File: src/rtl/stream_rank_sorter.sv
// rtl/stream_rank_sorter.sv - serial frame sorter: load N words, rank one per cycle, emit in order
// Stable ascending/descending compare-count ranking with valid/ready on both sides.
module stream_rank_sorter #(
    parameter int N     = 6,
    parameter int WIDTH = 8
) (
    input  logic                   clk,
    input  logic                   rst_n,
    input  logic                   flush,
    input  logic                   descending,
    input  logic                   in_valid,
    output logic                   in_ready,
    input  logic [WIDTH-1:0]       in_data,
    output logic                   out_valid,
    input  logic                   out_ready,
    output logic [WIDTH-1:0]       out_data,
    output logic [$clog2(N)-1:0]   out_index,
    output logic                   out_last,
    output logic                   busy
);

    localparam int IDXW = $clog2(N);
    localparam logic [IDXW-1:0] CNT_LAST = IDXW'(N - 1);
    localparam logic [IDXW-1:0] CNT_ONE  = IDXW'(1);
    localparam logic [IDXW:0]   SUM_ONE  = (IDXW + 1)'(1);

    typedef enum logic [1:0] {
        S_LOAD,
        S_RANK,
        S_EMIT
    } state_t;

    state_t r_state;
    state_t w_state_next;

    logic [IDXW-1:0]  r_cnt;
    logic             r_mode;
    logic [WIDTH-1:0] r_buf    [N];
    logic [WIDTH-1:0] r_sorted [N];
    logic [IDXW-1:0]  r_sidx   [N];

    logic             r_out_valid;
    logic             r_out_last;
    logic [WIDTH-1:0] r_out_data;
    logic [IDXW-1:0]  r_out_index;

    logic             w_cnt_last;
    logic [IDXW-1:0]  w_cnt_next;
    logic             w_load_fire;
    logic             w_rank_step;
    logic             w_emit_prime;
    logic             w_emit_fire;
    logic [WIDTH-1:0] w_cur;
    logic [IDXW:0]    w_rank_sum;
    logic [IDXW-1:0]  w_rank;

    assign w_cnt_last   = (r_cnt == CNT_LAST);
    assign w_cnt_next   = r_cnt + CNT_ONE;
    assign in_ready     = (r_state == S_LOAD);
    assign busy         = (r_state != S_LOAD);
    assign w_load_fire  = in_ready && in_valid && !flush;
    assign w_rank_step  = (r_state == S_RANK) && !flush;
    assign w_emit_prime = (r_state == S_EMIT) && !r_out_valid && !flush;
    assign w_emit_fire  = (r_state == S_EMIT) && r_out_valid && out_ready && !flush;

    assign out_valid = r_out_valid;
    assign out_last  = r_out_last;
    assign out_data  = r_out_data;
    assign out_index = r_out_index;

    // Strictly-better keys plus earlier equal keys: ties keep arrival order in both modes.
    always_comb begin
        w_cur      = r_buf[r_cnt];
        w_rank_sum = '0;
        for (int j = 0; j < N; j++) begin
            if (r_mode ? (r_buf[j] > w_cur) : (r_buf[j] < w_cur)) begin
                w_rank_sum = w_rank_sum + SUM_ONE;
            end else if ((r_buf[j] == w_cur) && (IDXW'(j) < r_cnt)) begin
                w_rank_sum = w_rank_sum + SUM_ONE;
            end
        end
        w_rank = w_rank_sum[IDXW-1:0];
    end

    always_comb begin
        w_state_next = r_state;
        case (r_state)
            S_LOAD:  if (w_load_fire && w_cnt_last) w_state_next = S_RANK;
            S_RANK:  if (w_cnt_last) w_state_next = S_EMIT;
            S_EMIT:  if (w_emit_fire && r_out_last) w_state_next = S_LOAD;
            default: w_state_next = S_LOAD;
        endcase
        if (flush) begin
            w_state_next = S_LOAD;
        end
    end

    always_ff @(posedge clk or negedge rst_n) begin
        if (!rst_n) begin
            r_state <= S_LOAD;
        end else begin
            r_state <= w_state_next;
        end
    end

    always_ff @(posedge clk or negedge rst_n) begin
        if (!rst_n) begin
            r_cnt       <= '0;
            r_mode      <= 1'b0;
            r_out_valid <= 1'b0;
            r_out_last  <= 1'b0;
            r_out_data  <= '0;
            r_out_index <= '0;
        end else if (flush) begin
            r_cnt       <= '0;
            r_out_valid <= 1'b0;
            r_out_last  <= 1'b0;
        end else begin
            if (w_load_fire) begin
                r_cnt <= w_cnt_last ? '0 : w_cnt_next;
                if (r_cnt == '0) begin
                    r_mode <= descending;
                end
            end
            if (w_rank_step) begin
                r_cnt <= w_cnt_last ? '0 : w_cnt_next;
            end
            // First EMIT cycle only loads the output register from slot 0.
            if (w_emit_prime) begin
                r_out_valid <= 1'b1;
                r_out_data  <= r_sorted[0];
                r_out_index <= r_sidx[0];
                r_out_last  <= 1'b0;
            end
            if (w_emit_fire) begin
                if (r_out_last) begin
                    r_out_valid <= 1'b0;
                    r_out_last  <= 1'b0;
                    r_cnt       <= '0;
                end else begin
                    r_cnt       <= w_cnt_next;
                    r_out_data  <= r_sorted[w_cnt_next];
                    r_out_index <= r_sidx[w_cnt_next];
                    r_out_last  <= (w_cnt_next == CNT_LAST);
                end
            end
        end
    end

    always_ff @(posedge clk) begin
        if (w_load_fire) begin
            r_buf[r_cnt] <= in_data;
        end
        if (w_rank_step) begin
            r_sorted[w_rank] <= w_cur;
            r_sidx[w_rank]   <= r_cnt;
        end
    end

endmodule

File: config.mk
export PLATFORM = sky130hd
export DESIGN_NAME = stream_rank_sorter
export DESIGN_NICKNAME = d
export VERILOG_FILES = /design/src/rtl/stream_rank_sorter.sv
export SDC_FILE = /design/constraint.sdc
export NUM_CORES = 1
export LEC_CHECK = 0
export CAP_MARGIN = 20
export CORE_AREA = 8 8 132 134
export DETAILED_ROUTE_END_ITERATION = 6
export DIE_AREA = 0 0 140 142
export GPL_TIMING_DRIVEN = 0
export PLACE_DENSITY = 0.67
export SYNTH_ARGS = -nofsm -noshare
export SYNTH_HDL_FRONTEND = slang
export SYNTH_SLANG_ARGS = --single-unit
File: constraint.sdc
create_clock -name clk -period 25 [get_ports clk]
set_clock_uncertainty 0.2 [all_clocks]
set_input_delay 5 -clock clk [delete_from_list [all_inputs] [get_ports clk]]
set_output_delay 5 -clock clk [all_outputs]
set_load 0.03 [all_outputs]
==> results_dict.tcl <==
set metrics [dict create \
    status "completed" \
    path_max_fanout 12 \
    synth_area_leaders "edfxtp_1, ha_1, dfrtp_1" \
    ys_types 62 \
    rsz0062_at_grt "no" \
    ir_drop_mv 0.0497 \
    vias_per_cell 6.02 \
    hold_slack_ps 273 \
    swShare 0.331 \
    grt_pass1_wl_mm 28.2 \
    num-nets-final 705 \
    endpoint_kind "flop" \
    grt_start_max_net_pins 20 \
    ant_nets 0 \
    n_antenna_cell 0 \
    crit_path_top_delay_cell "a221oi_1" \
    start_util 0.490 \
    seq_area_frac_synth 0.579 \
    route.detailed.drc 0 \
    crit_end "r_sorted[5][4]" \
    async_flop_share 0.128 \
    grt_usage 0.188 \
    rows 46 \
    slowest_delay_ps 900 \
    die_area_um2 19900 \
    final_cell_mix "edfxtp_1, ha_1, nor2_1" \
    p_leak_nw 3.24 \
    clk_latency_ps 430 \
    period_needed_ps 9670 \
    power_frac_clock 0.328 \
    cellPowerDensity_nw_per_um2 91.9 \
    h-tree-depth 4 \
    setup_tns_ps 0 \
    syn_area_um2 7560 \
    reg2reg_from "r_cnt[2]" \
    syn_area_per_cell_um2 13.0 \
    drv_slew 0 \
    utilization 0.572 \
    cp.depth 32 \
    antenna_found_initial 0 \
    cts.repair.resized 0 \
    switchingPower_w 0.000269 \
    root_buffer "clkbuf_16" \
    io_buffer_count 28 \
    synth_edf_count 130 \
    place.gp.congestion 0.887 \
    dp_slack_ps 15420 \
    reg2reg_slack_ps 15330 \
    synth_warnings 0 \
    cts_buffers 17 \
    critPathRequiredTime_ps 24950 \
    period_share 0.387 \
    max_slew_margin 0.223 \
    critPathTopFamily "buffers and inverters" \
    drive_gt1_frac 0.123 \
    p_int_w 0.000542 \
    cts_sinks 149 \
    worstSetupPathType "flop to flop" \
    post_cts.repair.setup_buffers 0 \
    first_pass_iters 5 \
    path_clk_slew_ps 60 \
    synth_top_area_frac 0.516 \
    pwr-share-comb 0.320 \
    worst_slew_pin_slew_ps 1160 \
    core_um2 15400 \
    dp_hpwl_mm 13.3 \
    layout_commonest_cell "edfxtp_1" \
    cp_num_buf_inv 8 \
    wire_per_inst_um 21.5 \
    fmax_mhz 103 \
    yosys.area.top_type "edfxtp_1" \
    synthToLayoutAreaGrowth_pct 16.7 \
    synth_fp_nets 648 \
    power_w 0.000811 \
    r2r_end "r_sorted[5][4]" \
    ctsHoldBuffers 0 \
    hold_viol 0 \
    fp.dieW_um 140 \
    critPathLaunchType "flop" \
    maxCapViolations 0 \
    synthCells 580 \
    fillers 1246 \
    initialDrtViolationCount 467 \
    worstSetupStartpoint "r_cnt[2]" \
    hp-class "flop to flop" \
    layout_setup_ws_ps 15330 \
    p_seq_frac 0.352 \
    routed_wl_mm 18.1 \
    die_h_um 142 \
    vias 5071 \
    setup_violations 0 \
    cts_tree "yes" \
    crit_top_cell "ha_1" \
    ys.flop_type "edfxtp_1" \
    grt_pass1_vias 5173 \
    cts.path.max_buffers 2 \
    io_pins 29 \
    arrival_ps 9610 \
    grt_overflow 0 \
    ys_seq_elements 149 \
    reg2reg_depth 32 \
]
-- routing by layer --
layer | up-vias | track usage | part of all wire
li1 | 2353 | - | -
met1 | 2501 | 0.222 | 0.43
met2 | 188 | 0.329 | 0.50
met3 | 29 | 0.0362 | 0.052
met4 | 0 | 0.0863 | 0.023
met5 | - | 0 | 0
-- cell usage after synthesis (2+ instances only) --
library cell and number:
a22oi_1 10, xnor2_1 6, and4_1 2, and2_1 5, o21ai_1 3, nor3b_1 5
nand3_1 3, nor4_1 2, inv_2 2, o31ai_1 2, a21o_1 2, o211ai_1 4
o22a_1 3, ha_1 54, nand4_1 12, nor3_1 14, a31oi_1 3, mux2i_1 20
o21a_1 4, o22ai_1 2, edfxtp_1 130, nor2_1 47, nand2b_1 6, clkbuf_1 11
nand2_1 44, o21ai_0 28, inv_1 21, a211oi_1 4, mux4_2 19, nor2b_1 8
dfrtp_1 19, buf_2 2, a21oi_1 36, xor2_1 5, o21bai_1 3, o21ai_2 2
a221oi_1 5, a22o_1 4, buf_1 5
-- worst min path at each step --
| stage | slack [ps] | startpoint | to | depth (start not counted) |
|---|---|---|---|---|
| floorplan | 290 | r_state[1] | r_state[0] | 1 |
| global placement | 260 | out_data[4] | out_data[4] | 2 |
| detailed placement | 270 | out_data[5] | out_data[5] | 2 |
| CTS | 280 | out_data[0] | out_data[0] | 2 |
| global route | 300 | out_data[2] | out_data[2] | 2 |
| finish | 270 | out_data[0] | out_data[0] | 2 |
-- stage by stage --
step	cells	cell area [um2]
floorplan	580	7560
global placement	800	8080
detailed placement	810	8200
CTS	842	8820
global route	842	8820
finish	842	8820
-- power groups by stage --
stage | Clock, W | Combinational [W] | Sequential [W]
2_1_floorplan | 0 | 0.000186 | 0.000289
5_1_grt | 0.000278 | 0.000285 | 0.000286
3_3_place_gp | 0 | 0.000231 | 0.000290
6_report | 0.000266 | 0.000259 | 0.000285
4_1_cts | 0.000269 | 0.000257 | 0.000285
3_5_place_dp | 0 | 0.000255 | 0.000290
-- cell type report --
class                           count  area (um2)  share of cell area
Sequential cell                   149        4380               0.496
Multi-Input combinational cell    389        3050               0.346
Clock buffer                       17         425              0.0482
Timing Repair Buffer               38         368              0.0417
Tap cell                          192         240              0.0272
Clock inverter                     15         191              0.0217
Inverter                           23        86.3             0.00979
Buffer                             19        77.6             0.00879
-- sequential cells by signal (all words and copies together), names as in the netlist --
signal     count
r_cnt          3
out_index      3
r_mode         1
r_sorted      48
r_sidx        18
out_data       8
out_last       1
r_state        2
r_buf         64
out_valid      1
-- cells by family (layout without fill, tap and decap cells) --
group | Yosys count | in the layout | synth area share
buf+inv | 42 | 112 | 0.0217
xor+xnor | 12 | 12 | 0.0157
flops | 149 | 149 | 0.579
simple gates | 157 | 157 | 0.101
mux | 40 | 40 | 0.0846
compound gates | 126 | 126 | 0.109
fa+ha+maj | 54 | 54 | 0.0894
-- worst min-delay path, stage by stage, from the launching register on --
cell	delay, ps
dfrtp_1	340
nand2_1	40
o21ai_0	50
No activity file was read; power rests on OpenSTA's default activity.
